--- src/rtl/gbsha_fir_top.sv ---
// ---------------------------------------------------------------------------
// gbsha_fir_top
//   Fixed-coefficient 4-tap FIR filter tile on an 8-in/8-out pad ring.
//   A 2-bit unsigned sample is taken on every rising clock edge. The output
//   is the registered weighted sum of the current sample and the three
//   previous samples. The output saturates at 15 and never wraps.
//
// Parameters
//   H0..H3  2-bit unsigned weights for x[n], x[n-1], x[n-2] and x[n-3]
//
// Ports
//   io_in[0]     clk    rising-edge clock
//   io_in[1]     rst_n  asynchronous, active-low reset
//   io_in[3:2]   x_in   unsigned input sample, 0..3
//   io_in[7:4]   unused, ignored
//   io_out[3:0]  y_out  registered, saturated filter output, 0..15
//   io_out[7:4]  constant 4'b0000
//
// Handshake: there is none. A new sample is consumed on every clock edge,
// and y_out is valid one edge after the sample that produced it.
// ---------------------------------------------------------------------------
module gbsha_fir_top #(
  parameter logic [1:0] H0 = 2'd1,
  parameter logic [1:0] H1 = 2'd1,
  parameter logic [1:0] H2 = 2'd1,
  parameter logic [1:0] H3 = 2'd1
) (
  input  logic [7:0] io_in,
  output logic [7:0] io_out
);

  logic       clk;
  logic       rst_n;
  logic [1:0] x_in;
  logic       unused_pins;

  assign clk         = io_in[0];
  assign rst_n       = io_in[1];
  assign x_in        = io_in[3:2];
  assign unused_pins = ^io_in[7:4];

  logic [1:0] d0, d1, d2;
  logic [3:0] y;
  logic [5:0] s;
  logic [3:0] y_next;

  // Every product is at most 3*3 = 9, so the sum of four is at most 36.
  // Six bits hold that without overflow.
  always_comb begin
    s = (6'(H0) * 6'(x_in)) + (6'(H1) * 6'(d0))
      + (6'(H2) * 6'(d1)) + (6'(H3) * 6'(d2));
    y_next = (s > 6'd15) ? 4'd15 : s[3:0];
  end

  always_ff @(posedge clk or negedge rst_n) begin
    if (!rst_n) begin
      d0 <= 2'd0;
      d1 <= 2'd0;
      d2 <= 2'd0;
      y  <= 4'd0;
    end else begin
      d0 <= x_in;
      d1 <= d0;
      d2 <= d1;
      y  <= y_next;
    end
  end

  assign io_out = {4'b0000, y};

endmodule

--- config.mk ---
export PLATFORM = sky130hd
export DESIGN_NAME = gbsha_fir_top
export DESIGN_NICKNAME = d
export VERILOG_FILES = /design/src/rtl/gbsha_fir_top.sv
export SDC_FILE = /design/constraint.sdc
export NUM_CORES = 1
export LEC_CHECK = 0
export CAP_MARGIN = 5
export CORE_AREA = 2 2 39 41
export CTS_CLUSTER_DIAMETER = 30
export DETAILED_ROUTE_END_ITERATION = 8
export DIE_AREA = 0 0 41 43
export PLACE_DENSITY_LB_ADDON = 0.25
export SYNTH_ARGS = -nofsm -noshare
export SYNTH_HDL_FRONTEND = slang
export SYNTH_SLANG_ARGS = --single-unit
--- constraint.sdc ---
create_clock -name io_in -period 4.7 [get_ports io_in]
set_input_delay 0.47 -clock io_in [delete_from_list [all_inputs] [get_ports io_in]]
set_output_delay 0.47 -clock io_in [all_outputs]
set_load 0.05 [all_outputs]
## Word-level counts from Yosys, hierarchy flattened

Cells that the tools add are included.

- Register bits: 10
- Input bits: 8
- Output and inout bits: 8
- Word-level logic and storage cells: 9

- $add $sub $neg: 3
- Order comparisons: 1
- Mux-type cells: 1

Operator list:

| kind | count |
|---|---|
| $add A4 B2 Y5 | 1 |
| $gt A5 B4 Y1 const B | 1 |
| $add A3 B2 Y4 | 1 |
| $mux W4 | 1 |
| $add A2 B2 Y3 | 1 |

## Logic depth before layout (Yosys ltp)

- Word-level depth: 5
- Depth in mapped cells: 6
- Gate-level depth less buffers: 6

## Worst setup path after synthesis

OpenSTA, ideal clock, no wires.

- Path type: flip-flop to flip-flop
- Start point: register d0[1]
- End point: register y[2]
- Setup time: 114 ps
- Data arrival time: 2028 ps
- Required time: 4586 ps
- Path slack: 2558 ps
- Stages on the path, launching flop included: 7
- Buffers on the path: 0
- Period minus slack after synthesis: 2142 ps
- Cells stage by stage: dfrtp_1 -> fa_1 -> fa_1 -> ha_1 -> inv_1 -> fa_1 -> inv_1

- Longest elaborated chain between the ends: 5

Ends and longest elaborated chain:

| item | RTL line | source |
|---|---|---|
| start: declaration | 42 | `logic [1:0] d0, d1, d2;` |
| start signal: assignment | 62 | `d0 <= x_in;` |
| $add A2 B2 Y3 (*) | 50 | `s = (6'(H0) * 6'(x_in)) + (6'(H1) * 6'(d0))` |
| $add A3 B2 Y4 (*) | 51 | `+ (6'(H2) * 6'(d1)) + (6'(H3) * 6'(d2));` |
| $add A4 B2 Y5 (*) | 51 |  |
| $gt A5 B4 Y1 | 52 | `y_next = (s > 6'd15) ? 4'd15 : s[3:0];` |
| $mux W4 (*) | 52 |  |
| via y_next[2] | 45 | `logic [3:0] y_next;` |
| end signal: assignment | 65 | `y <= y_next;` |
| end: declaration | 43 | `logic [3:0] y;` |

Mark *: on every way through the listed nets, which the timed path passes. The rest lies on a longest branch.

==> impl_metrics.prom <==
# TYPE chip_impl_metric gauge
chip_impl_metric{name="drc",unit=""} 0
chip_impl_metric{name="floorplan.die.width",unit="microns"} 41
chip_impl_metric{name="maximum_number_of_pins_on_one_net_before_global_route_repair",unit=""} 7
chip_impl_metric{name="worstSkewPairLatency",unit="ns"} 0.26
chip_impl_metric{name="yosys_warnings",unit=""} 0
chip_impl_metric{name="m1WireLength",unit="microns"} 236
chip_impl_metric{name="postCtsSetupRepairBufs",unit=""} 0
chip_impl_metric{name="gpl.final_weighted_congestion",unit=""} 0.6421
chip_impl_metric{name="timing.critical_path.arrival",unit="ns"} 4.39
chip_impl_metric{name="post_synth.cell_area_avg",unit="sq um"} 15.69
chip_impl_metric{name="place_ws",unit="ns"} 0.5671
chip_impl_info{name="failed_checks",value="hold timing"} 1
chip_impl_metric{name="maxCapViolCount",unit=""} 0
chip_impl_metric{name="static-leakage-power",unit="nW"} 0.3241
chip_impl_metric{name="clk_transition_reported_paths",unit="ns"} 0.07
chip_impl_metric{name="area.growth.synth_to_final",unit="%"} 45.40
chip_impl_metric{name="antenna_found_initial",unit=""} 0
chip_impl_metric{name="start_util",unit="%"} 29.48
chip_impl_metric{name="r2r_setup_slack",unit="ns"} 2.43
chip_impl_metric{name="final_cells",unit=""} 61
chip_impl_metric{name="timing.final.setup_violations",unit=""} 0
chip_impl_metric{name="syn_area",unit="sq um"} 407.9
chip_impl_metric{name="die_h",unit="microns"} 43
chip_impl_metric{name="fin_setup_tns",unit="ns"} 0
chip_impl_metric{name="final_max_slew_viol_count",unit=""} 0
chip_impl_metric{name="seq_area_frac_synth",unit="%"} 61.35
chip_impl_metric{name="port_buffers",unit=""} 4
chip_impl_metric{name="report.power.total",unit="mW"} 0.4975
chip_impl_metric{name="power_density",unit="mW/mm^2"} 838.9
chip_impl_info{name="routed.top_layer",value="met4"} 1
chip_impl_metric{name="wl_per_cell",unit="microns"} 12.39
chip_impl_metric{name="peakVddDrop",unit="mV"} 0.3275
chip_impl_metric{name="final_hold_viol_count",unit=""} 10
chip_impl_metric{name="antenna_violating_nets_post_route",unit=""} 0
chip_impl_metric{name="grtUsageTotal",unit="%"} 16.46
chip_impl_metric{name="global_route_wire_length_before_repair",unit="microns"} 1311
chip_impl_info{name="worstHoldPathType",value="clock port to async pin"} 1
chip_impl_info{name="crit_reg_reg_endpoint",value="y[2]$_DFF_PN0_"} 1
chip_impl_metric{name="detailroute.wirelength.met3",unit="microns"} 93
chip_impl_info{name="critical_path.startpoint_type",value="clock port"} 1
chip_impl_info{name="tritoncts",value="yes"} 1
chip_impl_metric{name="drt-initial-drc-count",unit=""} 7
chip_impl_metric{name="vias_per_cell",unit=""} 4.016
chip_impl_metric{name="dieArea",unit="sq mm"} 0.001763
chip_impl_info{name="run_status",value="complete, but fails checks"} 1
chip_impl_metric{name="netlist_instances",unit=""} 26
chip_impl_metric{name="detail_route.first_pass.iterations",unit=""} 3
chip_impl_info{name="worst_setup_path_end_kind",value="flop"} 1
chip_impl_metric{name="dp_hpwl",unit="microns"} 424.2
chip_impl_metric{name="critPathRequiredTime",unit="ns"} 4.86
chip_impl_info{name="crit-reg2reg-launch",value="d0[1]$_DFF_PN0_"} 1
chip_impl_metric{name="critical_path.max_fanout",unit=""} 2
chip_impl_metric{name="detail_route.wirelength",unit="microns"} 756
chip_impl_metric{name="post-route-worst-setup-slack",unit="ns"} 0.4748
chip_impl_metric{name="detailroute.wirelength.met2",unit="microns"} 393
chip_impl_metric{name="finalHoldWorstSlack",unit="ns"} -0.3182
chip_impl_metric{name="finalClockSkew",unit="ns"} 0.0005099
chip_impl_metric{name="number_of_synthesized_register_bits",unit=""} 10
chip_impl_metric{name="core_area",unit="sq mm"} 0.001384
chip_impl_metric{name="total_global_routing_overflow",unit=""} 0
chip_impl_info{name="worst-setup-path-type",value="clock port to flop"} 1
chip_impl_metric{name="n_fill_cell",unit=""} 139
chip_impl_info{name="rsz0062_at_grt",value="false"} 1
chip_impl_info{name="crit_top_cell",value="sky130_fd_sc_hd__fa_1"} 1
chip_impl_metric{name="synth_cell_type_count",unit=""} 6
chip_impl_metric{name="dp.cells",unit=""} 45
chip_impl_info{name="list_of_cells_traversed_by_the_critical_path",value="clkbuf_4 -> clkbuf_4 -> fa_1 -> fa_1 -> ha_1 -> inv_1 -> fa_1 -> inv_1"} 1
chip_impl_metric{name="r2r.worst_path.cells",unit=""} 6
chip_impl_metric{name="via_count_of_the_routed_design",unit=""} 245
chip_impl_metric{name="design.portCount",unit=""} 16
chip_impl_info{name="timing.critical_path.slowest_stage_cell",value="sky130_fd_sc_hd__fa_1"} 1
chip_impl_metric{name="insertedDiodeCount",unit=""} 0
chip_impl_metric{name="num_rows",unit=""} 14
chip_impl_metric{name="cpPeakStageDelay",unit="ns"} 0.55
chip_impl_metric{name="post_cts_hold_buffer_count",unit=""} 0
chip_impl_metric{name="proportion_of_layout_cells_with_a_drive_suffix_above_1",unit="%"} 35.56
chip_impl_metric{name="num-nets-final",unit=""} 57
chip_impl_metric{name="cts_resized",unit=""} 0
chip_impl_metric{name="number_of_global_route_vias_before_repair",unit=""} 430
layer usage:
layer  global-route usage (%)  vias up
met5                        0        -
met4                    44.00        0
met3                    28.80        4
met2                    9.063       18
met1                    3.484      123
li1                         -      100
how the worst max path moves through the flow:
stage / endpoint / cells past startpoint / startpoint
after floorplan: y[2]$_DFF_PN0_ / 6 / io_in[3]
after global placement: y[2]$_DFF_PN0_ / 6 / io_in[3]
after detailed placement: y[2]$_DFF_PN0_ / 6 / io_in[3]
after CTS: y[2]$_DFF_PN0_ / 8 / io_in[3]
after global routing: y[2]$_DFF_PN0_ / 8 / io_in[3]
final: y[2]$_DFF_PN0_ / 8 / io_in[3]
cell families (layout without fill, tap and decap cells):
kind of cell | count (synthesis) | in the layout | share of synthesized area [%]
other | 1 | 4 | 0.9194
adder cells (fa/ha/maj) | 6 | 6 | 25.77
buffers and inverters | 9 | 25 | 11.96
flip-flops | 10 | 10 | 61.35
worst max-delay path: cells and delay by family:
family                     cells  cell delay, ns
buffers and inverters          4            0.34
adders and majority gates      4            1.70
through the flow:
| step | instance area (sq um) | util, % |
|---|---|---|
| after floorplan | 419.2 | - |
| after global placement | 449.2 | 32.46 |
| after detailed placement | 449.2 | 32.46 |
| after CTS | 593.1 | 42.86 |
| after global routing | 593.1 | 42.86 |
| final | 593.1 | 42.86 |
flip-flops by register name, summed over array words and instances, names as in the netlist:
signal  count
d0          2
d1          2
d2          2
y           4
placed cells by master, fill, tap and decap left out:
cell type and instances:
sky130_fd_sc_hd__bufinv_16 1, sky130_fd_sc_hd__clkbuf_4 12, sky130_fd_sc_hd__clkbuf_8 1, sky130_fd_sc_hd__clkdlybuf4s50_1 4
sky130_fd_sc_hd__clkinvlp_2 2, sky130_fd_sc_hd__conb_1 4, sky130_fd_sc_hd__dfrtp_1 10, sky130_fd_sc_hd__fa_1 4
sky130_fd_sc_hd__ha_1 2, sky130_fd_sc_hd__inv_1 5
cell usage after synthesis:
cell type	n	area share, %
sky130_fd_sc_hd__conb_1	1	0.92
sky130_fd_sc_hd__inv_1	5	4.6
sky130_fd_sc_hd__dfrtp_1	10	61
sky130_fd_sc_hd__ha_1	2	6.1
sky130_fd_sc_hd__buf_4	4	7.4
sky130_fd_sc_hd__fa_1	4	20
area by class of cell:
type / instances / area (sq um) / share of cell area (%)
clock buffers: 13 / 103.9 / 17.51
clock inverters: 8 / 58.81 / 9.916
multi-input cells: 10 / 120.1 / 20.25
flip-flops and latches: 10 / 250.2 / 42.19
well taps: 16 / 20.02 / 3.376
repair buffers: 4 / 40.04 / 6.751
power breakdown:
| group | total [mW] | internal [mW] | switching [mW] | leakage, nW |
|---|---|---|---|---|
| clock | 0.400 | 0.231 | 0.169 | 0.156 |
| sequential | 0.0907 | 0.0907 | 0 | 0.142 |
| combinational | 0.00698 | 0 | 0.00698 | 0.0265 |
| total | 0.498 | 0.322 | 0.176 | 0.324 |
Note: power is estimated with default switching activity, not from simulation.
==> RTL change, RTL diff (same flow settings) <==
Make the reset (`rst_n`) synchronous in one clocked block. Comments in the files are not updated.
--- a/src/rtl/gbsha_fir_top.sv
+++ b/src/rtl/gbsha_fir_top.sv
@@ -53,5 +53,5 @@
   end
 
-  always_ff @(posedge clk or negedge rst_n) begin
+  always_ff @(posedge clk) begin
     if (!rst_n) begin
       d0 <= 2'd0;
Formal check against the unedited RTL: not equivalent (a bounded check fails within 4 cycles, from zero or initial values; the reset may be asserted at any time).
==> RTL change against the unedited design <==
  * Sequential cell count unchanged
  * Global-route usage shrank 1.4 points
  * Utilization down 1.4 points
  * Count of clock-buffer cells in the layout shrank 1
  * Cell area down 3.4%
  * Power fell by 10%
  * Routed wire length decreased by 7.8%
  * Clock skew grew 0.0011 ns
  * Via count increased by 13%
  * Setup slack worse by 0.12 ns
  * Synthesized area is 4.9% higher
  * Critical path type unchanged
  * Largest cell class unchanged
==> RTL change: results (changes against the unedited design) <==
The tools report the number of inserted filler cells in the final layout as 136 (-2.2%). The flow ran to the end, and the final reports show no timing, DRC or antenna violations. The worst hold slack across all endpoints is 0.117 ns (+0.435 ns).

The fraction of synthesis flops using an asynchronous set or reset pin came out at 0% (-100 points). The sum of net half-perimeters after detailed placement is 402 um (-5.2%). Worst setup path endpoint: y[2]$_SDFF_PN0_. The sum of met2 wire segment lengths after detailed routing came out at 352 um (-10%). The worst supply voltage drop on vdd is 0.000289 V (-12%). Classification of the worst-slack hold path: clk -> reg. The met1 usage was 3.03% (-0.45 points). The logs give 0.285 mW (-11%) for the internal power contribution and 3 (-4) for the DRC marker count from the first detailed-route iteration. The number of nets at the end of the flow is 65 (+14%). The tools report the routing usage on met2 as 5.63% (-3.4 points). Data arrival at the endpoint of the critical path: 4.51 ns (+0.12 ns).

For the share of total power in sequential cells, the log shows 21.3% (+3.1 points). The static leakage is 0.284 nW (-12%), and the met3 routing resource usage after global routing is 30.4% (+1.6 points). Clock distribution power: 0.345 mW (-14%). The largest incremental delay on the critical path is 0.53 ns (-0.02 ns). The share of layout cells above drive strength 1 was 46.2% (+11 points); the overall fraction of global-route tracks in use was 15.1% (-1.4 points). The logs give 276 (+13%) for the via count and 469 sq um (+4.5%) for the cell area after placement. The wire length of the first global-routing pass is 1280 um (-2.7%). The worst register-to-register path begins at d0[1]$_SDFF_PN0_. The routed length on met1 is 215 um (-8.9%). After synthesis, the most frequently instantiated cells are 10 x dfxtp_1, 8 x and2_2, 4 x buf_4, 4 x fa_1, 3 x inv_1.

The setup slack on the worst flop-to-flop path is 2.38 ns (-0.05 ns). Switching part of the total power: 36.1% (+0.77 points). The clock tree skew after final layout came out at 0.00157 ns (+0.00106 ns).

The total length of routed wires came out at 697 um (-7.8%). The sequential area share after synthesis is 46.8% (-15 points), and the share of the synthesized area in the top cell type is 46.8% (-15 points). Most frequently used flop master after synthesis: dfxtp_1.

The tools report the final RePlAce weighted congestion as 0.635 (-1.2%). The unique cell type count in the Yosys netlist was 8 (+2). In the post-synthesis netlist, the biggest area contributors are dfxtp_1 47%, fa_1 19%, and2_2 14%. The tools report the via count of the first global-routing pass as 476 (+11%). The met3 layer wire length in the routed design came out at 95 um (+2.2%).
## RTL change: metrics by stage
step	worst slack [ns]	instances
6_report	0.351	68
5_1_grt	0.271	68
4_1_cts	0.298	68
3_5_place_dp	0.408	53
3_3_place_gp	0.408	53
2_1_floorplan	0.408	37
## RTL change: area by class of cell
type / instances / area (sq um) / area share [%]
Clock buffer: 12 / 90.1 / 15.7
Multi-Input combinational cell: 20 / 198 / 34.5
Tap cell: 16 / 20.0 / 3.49
Timing Repair Buffer: 4 / 40.0 / 6.99
Sequential cell: 10 / 200 / 34.9
Clock inverter: 6 / 25.0 / 4.37
## RTL change: cell families after synthesis
| logic type | after synthesis | share of synthesized area [%] |
|---|---|---|
| and+or+nand+nor | 10 | 18.1 |
| DFF | 10 | 46.8 |
| buffers and inverters | 7 | 9.65 |
| adders and majority gates | 6 | 24.6 |
| other | 1 | 0.876 |
## RTL change: worst max-delay path, delay by kind of cell
kind	cells	cell delay [ns]
fa+ha+maj	4	1.65
buf+inv	3	0.30
simple gates	1	0.21
